File: config.mk
export PLATFORM = sky130hd
export DESIGN_NAME = hash_msg_loader
export DESIGN_NICKNAME = d
export VERILOG_FILES = /design/src/rtl/hash_pkg.sv /design/src/rtl/hash_msg_loader.sv
export SDC_FILE = /design/constraint.sdc
export NUM_CORES = 1
export LEC_CHECK = 0
export BUFFER_PORTS_ARGS = -buffer_cell sky130_fd_sc_hd__buf_2
export CAP_MARGIN = 20
export CORE_ASPECT_RATIO = 1.5
export CORE_MARGIN = 2
export CORE_UTILIZATION = 64
export DETAILED_ROUTE_END_ITERATION = 10
export PLACE_DENSITY = 0.84
export SYNTH_ARGS = -nofsm -noshare
export SYNTH_HDL_FRONTEND = slang
export SYNTH_SLANG_ARGS = --single-unit
File: constraint.sdc
create_clock -name clk -period 2.7 [get_ports clk]
set_clock_uncertainty 0.15 [all_clocks]
set_input_delay 0.405 -clock clk [delete_from_list [all_inputs] [get_ports clk]]
set_output_delay 0.405 -clock clk [all_outputs]
set_load 0.05 [all_outputs]
File: src/rtl/hash_pkg.sv
// hash_pkg: shared definitions for the hash message loader.
//   state_e              loader FSM states
//   Y_DEFAULT            default message length in bits (multiple of 8)
//   START_CYCLES_DEFAULT default width of the start strobe in cycles
package hash_pkg;

  typedef enum logic [2:0] {
    ST_IDLE   = 3'd0,
    ST_FILL   = 3'd1,
    ST_STREAM = 3'd2,
    ST_START  = 3'd3,
    ST_WAIT   = 3'd4
  } state_e;

  localparam int unsigned Y_DEFAULT            = 256;
  localparam int unsigned START_CYCLES_DEFAULT = 3;

endpackage

File: src/rtl/hash_msg_loader.sv
// hash_msg_loader: byte-stream front end for the Hashing core.
// Collects one message into a Y-bit buffer, serialises it MSB first with no
// gaps, strobes start, then waits for the core to report completion.
//
// Ports:
//   clk           clock, rising edge
//   rst           asynchronous reset, active low
//   in_data       message byte (bit 7 first on the serial side)
//   in_valid      in_data / in_last qualifier
//   in_last       final byte of the message
//   in_ready      byte accepted when in_valid & in_ready at a clock edge
//   messagexSO    serial message bit to Hashing
//   startxSO      start strobe to Hashing (START_CYCLES cycles wide)
//   hash_readyxSI completion flag from Hashing, only observed in WAIT
//   busy          high from last-byte accept until completion is seen
//
// Build option:
//   HASH_MSG_PAD_EN  append a single 1 after a short message
//
// state  | meaning
// IDLE   | clear buffer and byte count, one cycle
// FILL   | accept bytes into the buffer
// STREAM | shift buffer out one bit per clock, Y clocks
// START  | hold start strobe for START_CYCLES clocks
// WAIT   | wait for hash_readyxSI
module hash_msg_loader
  import hash_pkg::*;
#(
  parameter int unsigned Y            = Y_DEFAULT,
  parameter int unsigned START_CYCLES = START_CYCLES_DEFAULT
) (
  input  logic       clk,
  input  logic       rst,
  input  logic [7:0] in_data,
  input  logic       in_valid,
  input  logic       in_last,
  output logic       in_ready,
  output logic       messagexSO,
  output logic       startxSO,
  input  logic       hash_readyxSI,
  output logic       busy
);

  localparam int unsigned NBW = $clog2(Y/8 + 1);
  localparam int unsigned BCW = $clog2(Y + 1);
  localparam int unsigned SCW = $clog2(START_CYCLES + 1);
  localparam logic [NBW-1:0] NB_FULL = NBW'(Y/8);

  state_e           state_q, state_d;
  logic [Y-1:0]     buf_q, buf_d;
  logic [NBW-1:0]   nb_q, nb_d;
  logic [BCW-1:0]   bcnt_q, bcnt_d;
  logic [SCW-1:0]   scnt_q, scnt_d;
  logic             msg_q, msg_d;
  logic             start_q, start_d;

  logic [Y-1:0]     byte_vec;
  logic [NBW-1:0]   nb_inc;

  // Incoming byte parked at the top of a Y-bit word; shifting right by 8*nb
  // lands it in its slot. The buffer is cleared in IDLE, so OR-ing is enough.
  assign byte_vec = {in_data, {(Y-8){1'b0}}};
  assign nb_inc   = nb_q + NBW'(1);

`ifdef HASH_MSG_PAD_EN
  localparam logic [Y-1:0] PAD_VEC = {1'b1, {(Y-1){1'b0}}};
`endif

  always_ff @(posedge clk or negedge rst) begin
    if (!rst) begin
      state_q <= ST_IDLE;
      buf_q   <= '0;
      nb_q    <= '0;
      bcnt_q  <= '0;
      scnt_q  <= '0;
      msg_q   <= 1'b0;
      start_q <= 1'b0;
    end else begin
      state_q <= state_d;
      buf_q   <= buf_d;
      nb_q    <= nb_d;
      bcnt_q  <= bcnt_d;
      scnt_q  <= scnt_d;
      msg_q   <= msg_d;
      start_q <= start_d;
    end
  end

  always_comb begin
    state_d = state_q;
    buf_d   = buf_q;
    nb_d    = nb_q;
    bcnt_d  = bcnt_q;
    scnt_d  = scnt_q;
    msg_d   = 1'b0;
    start_d = 1'b0;

    unique case (state_q)
      ST_IDLE: begin
        buf_d   = '0;
        nb_d    = '0;
        state_d = ST_FILL;
      end

      ST_FILL: begin
        if (in_valid) begin
          buf_d = buf_q | (byte_vec >> {nb_q, 3'b000});
`ifdef HASH_MSG_PAD_EN
          if (in_last && (nb_inc != NB_FULL)) begin
            buf_d = buf_d | (PAD_VEC >> {nb_inc, 3'b000});
          end
`endif
          nb_d = nb_inc;
          // A full buffer ends the message whatever in_last says.
          if (in_last || (nb_inc == NB_FULL)) begin
            state_d = ST_STREAM;
            bcnt_d  = BCW'(Y);
          end
        end
      end

      ST_STREAM: begin
        msg_d  = buf_q[Y-1];
        buf_d  = {buf_q[Y-2:0], 1'b0};
        bcnt_d = bcnt_q - BCW'(1);
        if (bcnt_q == BCW'(1)) begin
          state_d = ST_START;
          scnt_d  = SCW'(START_CYCLES);
        end
      end

      ST_START: begin
        start_d = 1'b1;
        scnt_d  = scnt_q - SCW'(1);
        if (scnt_q == SCW'(1)) begin
          state_d = ST_WAIT;
        end
      end

      ST_WAIT: begin
        if (hash_readyxSI) begin
          state_d = ST_IDLE;
        end
      end

      default: state_d = ST_IDLE;
    endcase
  end

  assign in_ready   = (state_q == ST_FILL);
  assign busy       = (state_q == ST_STREAM) || (state_q == ST_START) ||
                      (state_q == ST_WAIT);
  assign messagexSO = msg_q;
  assign startxSO   = start_q;

endmodule

==> results of run 1 <==
==> synth_stat cells (all sizes together) (2+ instances only) <==
| master | n | area share [%] |
|---|---|---|
| a211oi | 2 | 0.11 |
| a21o | 2 | 0.11 |
| a21oi | 396 | 14 |
| a22o | 54 | 3.4 |
| a22oi | 61 | 3.4 |
| a31oi | 4 | 0.18 |
| and2 | 2 | 0.089 |
| and4bb | 2 | 0.18 |
| buf | 81 | 3.4 |
| clkbuf | 65 | 1.8 |
| dfrtp | 278 | 50 |
| ha | 4 | 0.36 |
| inv | 13 | 0.35 |
| nand2 | 18 | 0.48 |
| nand2b | 3 | 0.13 |
| nand3 | 20 | 0.71 |
| nand3b | 17 | 0.91 |
| nand4 | 2 | 0.089 |
| nand4bb | 2 | 0.16 |
| nor2 | 207 | 5.5 |
| nor2b | 2 | 0.089 |
| nor3 | 3 | 0.11 |
| nor3b | 11 | 0.73 |
| nor4 | 3 | 0.24 |
| nor4b | 3 | 0.45 |
| nor4bb | 2 | 0.14 |
| o211ai | 2 | 0.11 |
| o21ai | 69 | 2.5 |
| o22ai | 4 | 0.18 |
| o2bb2ai | 144 | 9.0 |
| or2 | 3 | 0.13 |
| or3 | 5 | 0.22 |
| or3b | 2 | 0.12 |
| or4b | 3 | 0.21 |
==> per-stage QoR <==
| step | instances | utilization (%) | hold slack, ps | cell area [um^2] |
|---|---|---|---|---|
| after floorplan | 1499 | - | -40.6 | 14000 |
| after global placement | 1688 | 66.0 | 307 | 14300 |
| after detailed placement | 1688 | 66.0 | 307 | 14300 |
| after CTS | 1736 | 70.1 | 59.6 | 15200 |
| after global routing | 1738 | 70.3 | 80.8 | 15200 |
| final | 1738 | 70.3 | 78.9 | 15200 |
==> registers in the layout (all words and copies together) (netlist names) <==
name        flops
scnt_q          2
messagexSO      1
bcnt_q          9
startxSO        1
buf_q         256
state_q         3
nb_q            6
==> what timing repair did <==
item / CTS / global route
hold buffers: 2 / 0
hold endpoints to repair: 74 / 0
resized for setup: 1 / 1
setup endpoints to repair: 1 / 1
setup buffers: 0 / 0
==> routing by layer <==
| layer | up-vias | track usage, % | wire length (um) |
|---|---|---|---|
| met5 | - | 0 | 0 |
| met2 | 399 | 50.4 | 17600 |
| li1 | 5460 | - | - |
| met4 | 0 | 15.8 | 1730 |
| met1 | 5820 | 38.9 | 14200 |
| met3 | 111 | 3.15 | 1680 |
==> power by group through the flow <==
| stage | Sequential, mW | Combinational [mW] | Clock, mW |
|---|---|---|---|
| 6_report | 4.80 | 5.77 | 3.74 |
| 5_1_grt | 4.84 | 6.31 | 3.93 |
| 4_1_cts | 4.79 | 5.60 | 3.77 |
| 3_5_place_dp | 4.86 | 5.56 | 0 |
| 3_3_place_gp | 4.85 | 5.46 | 0 |
| 2_1_floorplan | 4.71 | 4.25 | 0 |
==> layout make-up <==
| class | count | share of cell area, % |
|---|---|---|
| inverter | 13 | 0.321 |
| timing repair buffer | 67 | 4.49 |
| multi-input combinational | 1062 | 41.4 |
| clock inverter | 7 | 0.420 |
| clock buffer | 39 | 5.27 |
| sequential | 278 | 45.8 |
| tap | 272 | 2.24 |
==> layout by cell type, fill, tap and decap left out, drive strengths merged, types with 5 or more instances in the layout <==
cell type  Yosys  final
nand3b        17     17
o21ai         69     69
nand3         20     20
a21oi        396    396
o2bb2ai      144    144
inv           13     13
nor3b         11     11
dfrtp        278    278
clkinv         0      6
nand2         18     18
or3            5      5
clkbuf        65     39
buf           81     65
a22oi         61     61
nor2         207    207
a22o          54     54
==> critical path: cells and delay by family, from the launching register on <==
kind	cells	cell delay, ps
buffers and inverters	2	420
DFF	1	500
AOI/OAI and AO/OA	1	120
and+or+nand+nor	1	420
==> worst paths after layout <==
check	from	to	slack [ps]	cells after the start
min	in_data[3]	buf_q[27]	80	3
max in group asynchronous	rst	buf_q[235]	1210	3
max reg2reg	state_q[1]	buf_q[118]	490	5
min reg2reg	buf_q[255]	messagexSO	340	1
min in group asynchronous	rst	buf_q[161]	310	2
max	state_q[2]	busy	150	4
==> cell families after synthesis <==
logic type | after synthesis
AO/OA/AOI/OAI | 743
buffers and inverters | 159
flip-flops | 278
multiplexers | 2
AND/OR/NAND/NOR | 313
adder cells (fa/ha/maj) | 4
==> results.tsv, run 1 <==
stage	metric	value	unit
run_status	outcome	finished clean	
critical_path	path_class	flop to primary output	
timing	finalCritPeriodShare	94.5	%
floorplan	std_cell_rows	66	
yosys	synth_xor_area_share	0	%
detailed_routing	drt-initial-drc-count	1491	
floorplan	fp.coreArea	21600	um^2
power	p_switching	5.97	mW
timing	tightest_slew	1020	ps
power	swShare	41.7	%
floorplan	die_w	125	um
global_route	overflow	0	
clock_tree	clockBufferDepth	3	
timing	slew_headroom	32.2	%
detailed_routing	vias	11800	
detailed_routing	ant_nets	0	
floorplan	design.portCount	17	
placed_design	dp_slack	522	ps
clock_tree	cts_tree	done	
yosys	synthMuxAreaShare	0.152	%
placed_design	gp_congestion	0.877	
yosys	synth_compound_area_share	33.4	%
yosys	synth_top_family_by_area	compound AO/OA/AOI/OAI gates	
critical_path	critical_path.max_stage_delay	500	ps
timing	finalWorstSetupSlack	149	ps
global_route	grt_pass1_wl	57800	um
min_path	hold_class	input port to flop	
clock_tree	clk_latency	540	ps
global_route	gr-usage-all-layers	30.0	%
global_route	antenna_found_initial	0	
timing	max_freq	0.392	GHz
timing	setup-violations-final	0	
yosys	synthAdderAreaFrac	0.357	%
placed_design	hpwl	20500	um
cells_and_area	fillers	1606	
timing	hold_viol_final	0	
yosys	synthCells	1499	
cells_and_area	area_delta_synth_final	8.43	%
detailed_routing	wl	35100	um
critical_path	endpoint_kind	primary output	
cells_and_area	multi_input_area	6300	um^2
clock_tree	cts-root-buf	clkbuf_16	
cells_and_area	drive_above_1_share	8.73	%
clock_tree	clock-sinks	278	
power	vdd.ir_drop.worst	0.914	mV
critical_path	arrival	2000	ps
detailed_routing	dr.pass1.iters	6	
clock_tree	path_clk_slew	70	ps
detailed_routing	drc	0	
cells_and_area	final_nets	1465	
detailed_routing	vias_per_cell	6.78	
floorplan	die-area	23100	um^2
clock_tree	numCtsBuffers	26	
floorplan	die_y	185	um
global_route	grt_pass1_vias	11500	
yosys	syn_nets	1516	
placed_design	io_buffer_count	16	
timing	rsz0062_at_grt	false	
yosys	ys_async_sr_fraction	100	%
power	p_clk_share	26.1	%
yosys	yosys.cell_types.count	55	
power	p_per_area	941	nW/um^2
cells_and_area	diodes	0	
yosys	ys_warn_count	0	
job	cap_violations	0	
critical_path	worstPathCellList	inv_1, or3_1, o21ai_0, buf_2	
cells_and_area	regArea	6960	um^2
critical_path	crit_required	2140	ps
power	combPwrFrac	40.3	%
yosys	ys_seq_area_share	49.6	%
yosys	synthSimpleGateAreaFrac	10.9	%
yosys	syn-cell-area	14000	um^2
timing	slew_viol_final	0	
timing	fin_setup_tns	0	ps
detailed_routing	wl_per_cell	20.2	um
yosys	synth-edff-count	0	
global_route	grt_max_degree	113	
clock_tree	htree_levels	1	
yosys	synthFlopType	dfrtp_1	
power	power	14.3	mW
power	seqPwrFrac	33.6	%
power	p_int	8.34	mW
floorplan	initial_utilization	64.8	%
critical_path	startpoint_type	flop	
yosys	synth-seq-cells	278	
power	cellLeakagePower	6.34	nW
critical_path	slowest_stage	dfrtp_2	
yosys	postSynthAreaPerCell	9.35	um^2
timing	min_period	2550	ps
critical_path	worst-path-max-fanout	10	
Note: power is estimated with default switching activity, not from simulation.
==> inputs of run 2 (changes only) <==
CAP_MARGIN = 30   (was 20)
CTS_BUF_LIST = sky130_fd_sc_hd__clkbuf_16   (was default)
RECOVER_POWER = 50   (was default)
==> results.tsv, run 2 (same netlist as run 1, synthesis figures left out) <==
stage	metric	value	unit
global_route	grt_max_degree	96	
cells_and_area	final_cell_mix	a21oi_1 (395), dfrtp_1 (275), nor2_1 (207)	
timing	fin_setup_tns	0	ps
critical_path	critical_path.max_stage_delay	500	ps
critical_path	worst-path-buf-inv	2	
timing	tightest_slew	1200	ps
detailed_routing	vias	11800	
clock_tree	cts-root-buf	clkbuf_16	
cells_and_area	finish.utilization	69.8	%
cells_and_area	fin_cells	1740	
cells_and_area	top_register	buf_q	
detailed_routing	wl_met1	14000	um
floorplan	design.portCount	17	
detailed_routing	drt-initial-drc-count	1280	
timing	hold_viol_final	0	
detailed_routing	vias_per_cell	6.75	
run_status	outcome	finished clean	
placed_design	io_buffer_count	16	
detailed_routing	dr.pass1.iters	5	
job	cap_violations	0	
clock_tree	clock-sinks	278	
clock_tree	path_clk_slew	70	ps
clock_tree	cts_tree	done	
global_route	overflow	0	
timing	rsz0062_at_grt	false	
cells_and_area	area_delta_synth_final	7.76	%
critical_path	critPathTopFamily	flip-flops	
cells_and_area	fillers	1629	
critical_path	startpoint_type	flop	
critical_path	slowest_stage	dfrtp_2	
critical_path	worstPathCellList	inv_1, or3_1, o21ai_0, buf_2	
cells_and_area	final_nets	1465	
global_route	gr-usage-all-layers	29.8	%
timing	min_period	2550	ps
detailed_routing	wl	34900	um
cells_and_area	drive_above_1_share	8.24	%
floorplan	die_y	185	um
floorplan	die_w	125	um
timing	finalCritPeriodShare	94.3	%
cells_and_area	largest_reg_flops	256	
placed_design	gp_congestion	0.877	
critical_path	worst-path-max-fanout	10	
placed_design	hpwl	20600	um
power	power	14.2	mW
cells_and_area	diodes	0	
critical_path	path_class	flop to primary output	
detailed_routing	drc	0	
critical_path	arrival	1990	ps
timing	max_freq	0.393	GHz
clock_tree	clk_latency	540	ps
timing	slew_viol_final	0	
global_route	antenna_found_initial	0	
floorplan	initial_utilization	64.8	%
detailed_routing	dr_wl_met2	17700	um
power	cellLeakagePower	6.30	nW
min_path	hold_class	input port to flop	
timing	setup-violations-final	0	
detailed_routing	ant_nets	0	
floorplan	std_cell_rows	66	
floorplan	fp.coreArea	21600	um^2
detailed_routing	top_layer	met4	
detailed_routing	dr_wl_met3	1770	um
critical_path	endpoint_kind	primary output	
placed_design	place_inst	1689	
power	vdd.ir_drop.worst	0.981	mV
clock_tree	clockBufferDepth	3	
cells_and_area	reg.largest.list	buf_q x256, bcnt_q x9, nb_q x6	
critical_path	crit_required	2140	ps
timing	slew_headroom	19.8	%
detailed_routing	wl_per_cell	20.0	um
cells_and_area	final_common_cell	a21oi_1	
floorplan	die-area	23100	um^2
clock_tree	htree_levels	1	
global_route	grt_pass1_vias	11400	
global_route	grt_pass1_wl	57400	um
power	p_per_area	937	nW/um^2
clock_tree	numCtsBuffers	26	
-- run 2: cell count changes in the layout (fill, tap and decap cells not counted) --
| cell | change |
|---|---|
| and2_0 | +1 |
| and2_1 | -1 |
| buf_12 | -1 |
| buf_16 | -1 |
| buf_4 | -4 |
| buf_8 | -1 |
| bufinv_16 | +1 |
| clkbuf_1 | -2 |
| clkbuf_2 | +3 |
| clkbuf_4 | +2 |
| clkbuf_8 | -8 |
| clkinv_1 | +5 |
| clkinvlp_4 | +2 |
| inv_1 | +6 |
-- run 2: what timing repair did --
| action | in CTS | in global routing |
|---|---|---|
| hold buffers | 2 | 0 |
| gates cloned | 0 | 0 |
| pin swaps | 0 | 0 |
| endpoints found under the setup margin | 1 | 1 |
| hold endpoints to repair | 74 | 0 |
| gates resized for setup | 1 | 1 |
| setup buffers | 0 | 0 |
-- run 2: path summary, 6_finish.rpt --
check,from,cells past startpoint,end,slack (ps)
hold reg to reg,buf_q[255],1,messagexSO,340
setup reg to reg,state_q[1],5,buf_q[130],500
hold / removal,in_data[3],3,buf_q[27],80
setup / recovery,state_q[2],4,busy,150
max in group asynchronous,rst,3,buf_q[14],330
min in group asynchronous,rst,2,buf_q[163],520
-- run 2: area by class of cell --
| type | instances | area (um^2) | area share [%] |
|---|---|---|---|
| Sequential cell | 278 | 6960 | 46.1 |
| Multi-Input combinational cell | 1062 | 6300 | 41.7 |
| Tap cell | 272 | 340 | 2.25 |
| Timing Repair Buffer | 67 | 628 | 4.16 |
| Inverter | 13 | 48.8 | 0.323 |
| Clock buffer | 27 | 676 | 4.47 |
| Clock inverter | 21 | 150 | 0.994 |
-- run 2: worst reg2reg max path: cells and delay by family (launching register included) --
| kind | cells | cell delay [ps] |
|---|---|---|
| AOI/OAI and AO/OA | 2 | 750 |
| DFF | 1 | 540 |
| and+or+nand+nor | 2 | 370 |
| buffers and inverters | 1 | 310 |
-- run 2: layer usage --
metal | up-vias | track usage, %
li1 | 5467 | -
met1 | 5784 | 37.7
met2 | 405 | 51.8
met3 | 97 | 3.67
met4 | 0 | 13.6
met5 | - | 0
-- run 2: stage by stage --
step,hold WS [ps],area (um^2),worst slack (ps)
after global routing,87.0,15100,51.9
after floorplan,-40.6,14000,289
after CTS,69.7,15100,62.9
after detailed placement,307,14300,524
final,76.9,15100,153
after global placement,307,14300,566
-- run 2: power by group --
group | switching (mW) | internal, mW
clock network | 1.61 | 2.00
registers | 0.342 | 4.46
logic | 4.02 | 1.73
total | 5.97 | 8.18
==> inputs of run 3 (changes only) <==
CORE_ASPECT_RATIO = default   (was 1.5)
HOLD_SLACK_MARGIN = 0.08   (was default)
==> results.tsv, run 3 (same netlist as run 1, synthesis figures left out) <==
stage	metric	value	unit
detailed_routing	wl_per_cell	20.1	um
floorplan	die_w	152	um
cells_and_area	fin_cells	1750	
critical_path	r2r_start	nb_q[4]	
detailed_routing	vias	12000	
clock_tree	cts_tree	done	
placed_design	hpwl	20000	um
cells_and_area	final_cell_area	15200	um^2
timing	fin_setup_tns	0	ps
clock_tree	clock-sinks	278	
critical_path	rrSetupSlack	460	ps
cells_and_area	top_register	buf_q	
placed_design	placed_area	14300	um^2
global_route	grt_pass1_vias	11700	
power	vdd.ir_drop.worst	0.740	mV
cells_and_area	multi_input_area	6300	um^2
clock_tree	htree_levels	1	
min_path	hold_class	input port to flop	
detailed_routing	ant_nets	0	
detailed_routing	drt-initial-drc-count	1303	
timing	rsz0062_at_grt	false	
cells_and_area	regArea	6960	um^2
critical_path	startpoint_type	flop	
power	power	14.3	mW
cells_and_area	reg.largest.list	buf_q x256, bcnt_q x9, nb_q x6	
clock_tree	cts-root-buf	clkbuf_16	
clock_tree	clk_latency	550	ps
global_route	grt_max_degree	89	
cells_and_area	drive_above_1_share	8.24	%
placed_design	dp_slack	486	ps
placed_design	gp_congestion	0.831	
timing	slew_headroom	15.5	%
placed_design	io_buffer_count	16	
run_status	outcome	finished clean	
timing	max_freq	0.387	GHz
timing	setup-violations-final	0	
timing	min_period	2580	ps
min_path	min_from	in_data[2]	
clock_tree	cts_setup_buffers	0	
placed_design	place_inst	1692	
global_route	gr-usage-all-layers	29.8	%
cells_and_area	final_common_cell	a21oi_1	
cells_and_area	final_cell_mix	a21oi_1 (395), dfrtp_1 (275), nor2_1 (207)	
detailed_routing	wl	35200	um
cells_and_area	area_delta_synth_final	8.32	%
floorplan	die_y	152	um
clock_tree	clockBufferDepth	3	
cells_and_area	largest_reg_flops	256	
power	cellLeakagePower	6.34	nW
cells_and_area	final_nets	1465	
floorplan	fp.coreArea	21700	um^2
floorplan	die-area	23100	um^2
min_path	holdPathStages	3	
detailed_routing	vias_per_cell	6.83	
critical_path	worst-path-max-fanout	10	
critical_path	r2r-end	bcnt_q[1]	
critical_path	crit_required	2140	ps
timing	finalWorstSetupSlack	119	ps
power	p_per_area	943	nW/um^2
detailed_routing	drc	0	
job	cap_violations	0	
critical_path	path_class	flop to primary output	
detailed_routing	dr.pass1.iters	5	
timing	finalCritPeriodShare	95.6	%
floorplan	std_cell_rows	54	
critical_path	r2r_cells	4	
clock_tree	path_clk_slew	60	ps
timing	hold_viol_final	0	
global_route	antenna_found_initial	2	
min_path	holdPathEnd	buf_q[58]	
cells_and_area	finish.utilization	70.0	%
floorplan	initial_utilization	64.6	%
floorplan	design.portCount	17	
global_route	overflow	0	
timing	slew_viol_final	0	
global_route	grt_pass1_wl	58800	um
cells_and_area	fillers	1570	
timing	tightest_slew	1270	ps
critical_path	endpoint_kind	primary output	
clock_tree	numCtsBuffers	29	
timing	whs	114	ps
critical_path	arrival	2030	ps
==> run 3: cell types whose count changed in the layout (fill, tap and decap cells not counted), sizes merged <==
| cell | delta |
|---|---|
| inv | -1 |
| clkinv | +4 |
| bufinv | +1 |
| clkinvlp | -2 |
| dlygate4sd3 | +2 |
| diode | +1 |
| buf | -2 |
| clkbuf | -1 |
==> run 3: worst max path at each step <==
stage,endpoint,depth (start not counted),slack (ps),startpoint
floorplan,busy,4,290,state_q[1]
global placement,buf_q[156],4,560,state_q[0]
CTS,in_ready,2,60,state_q[0]
detailed placement,buf_q[109],6,490,state_q[0]
finish,busy,4,120,state_q[2]
global route,busy,4,50,state_q[2]
==> run 3: critical path, cell delays in order (launching register included) <==
cell and delay (ps):
dfrtp_2 510, inv_1 140, or3_1 430, o21ai_0 100, buf_2 290
==> run 3: what timing repair did <==
action / CTS / global route
setup endpoints to repair: 1 / 1
hold buffers: 4 / 0
hold endpoints to repair: 282 / 0
cloned: 0 / 0
gates resized for setup: 1 / 1
==> run 3: cell type report <==
class / count / share of cell area, %
sequential: 278 / 45.9
multi-input combinational: 1062 / 41.5
clock buffer: 29 / 4.78
timing repair buffer: 64 / 4.05
tap: 280 / 2.31
clock inverter: 23 / 1.18
inverter: 13 / 0.321
antenna: 1 / 0.0165
==> run 3: routing by layer <==
layer  wire length [um]  global-route usage, %
met1              14700                   42.8
met3               2700                   4.59
met5                 13                      0
met4                877                   9.84
met2              16900                   47.1
==> run 3: power by group <==
part / switching, mW / total (mW) / internal, mW
Clock: 1.66 / 3.89 / 2.22
Sequential: 0.352 / 4.81 / 4.46
Combinational: 3.97 / 5.62 / 1.65
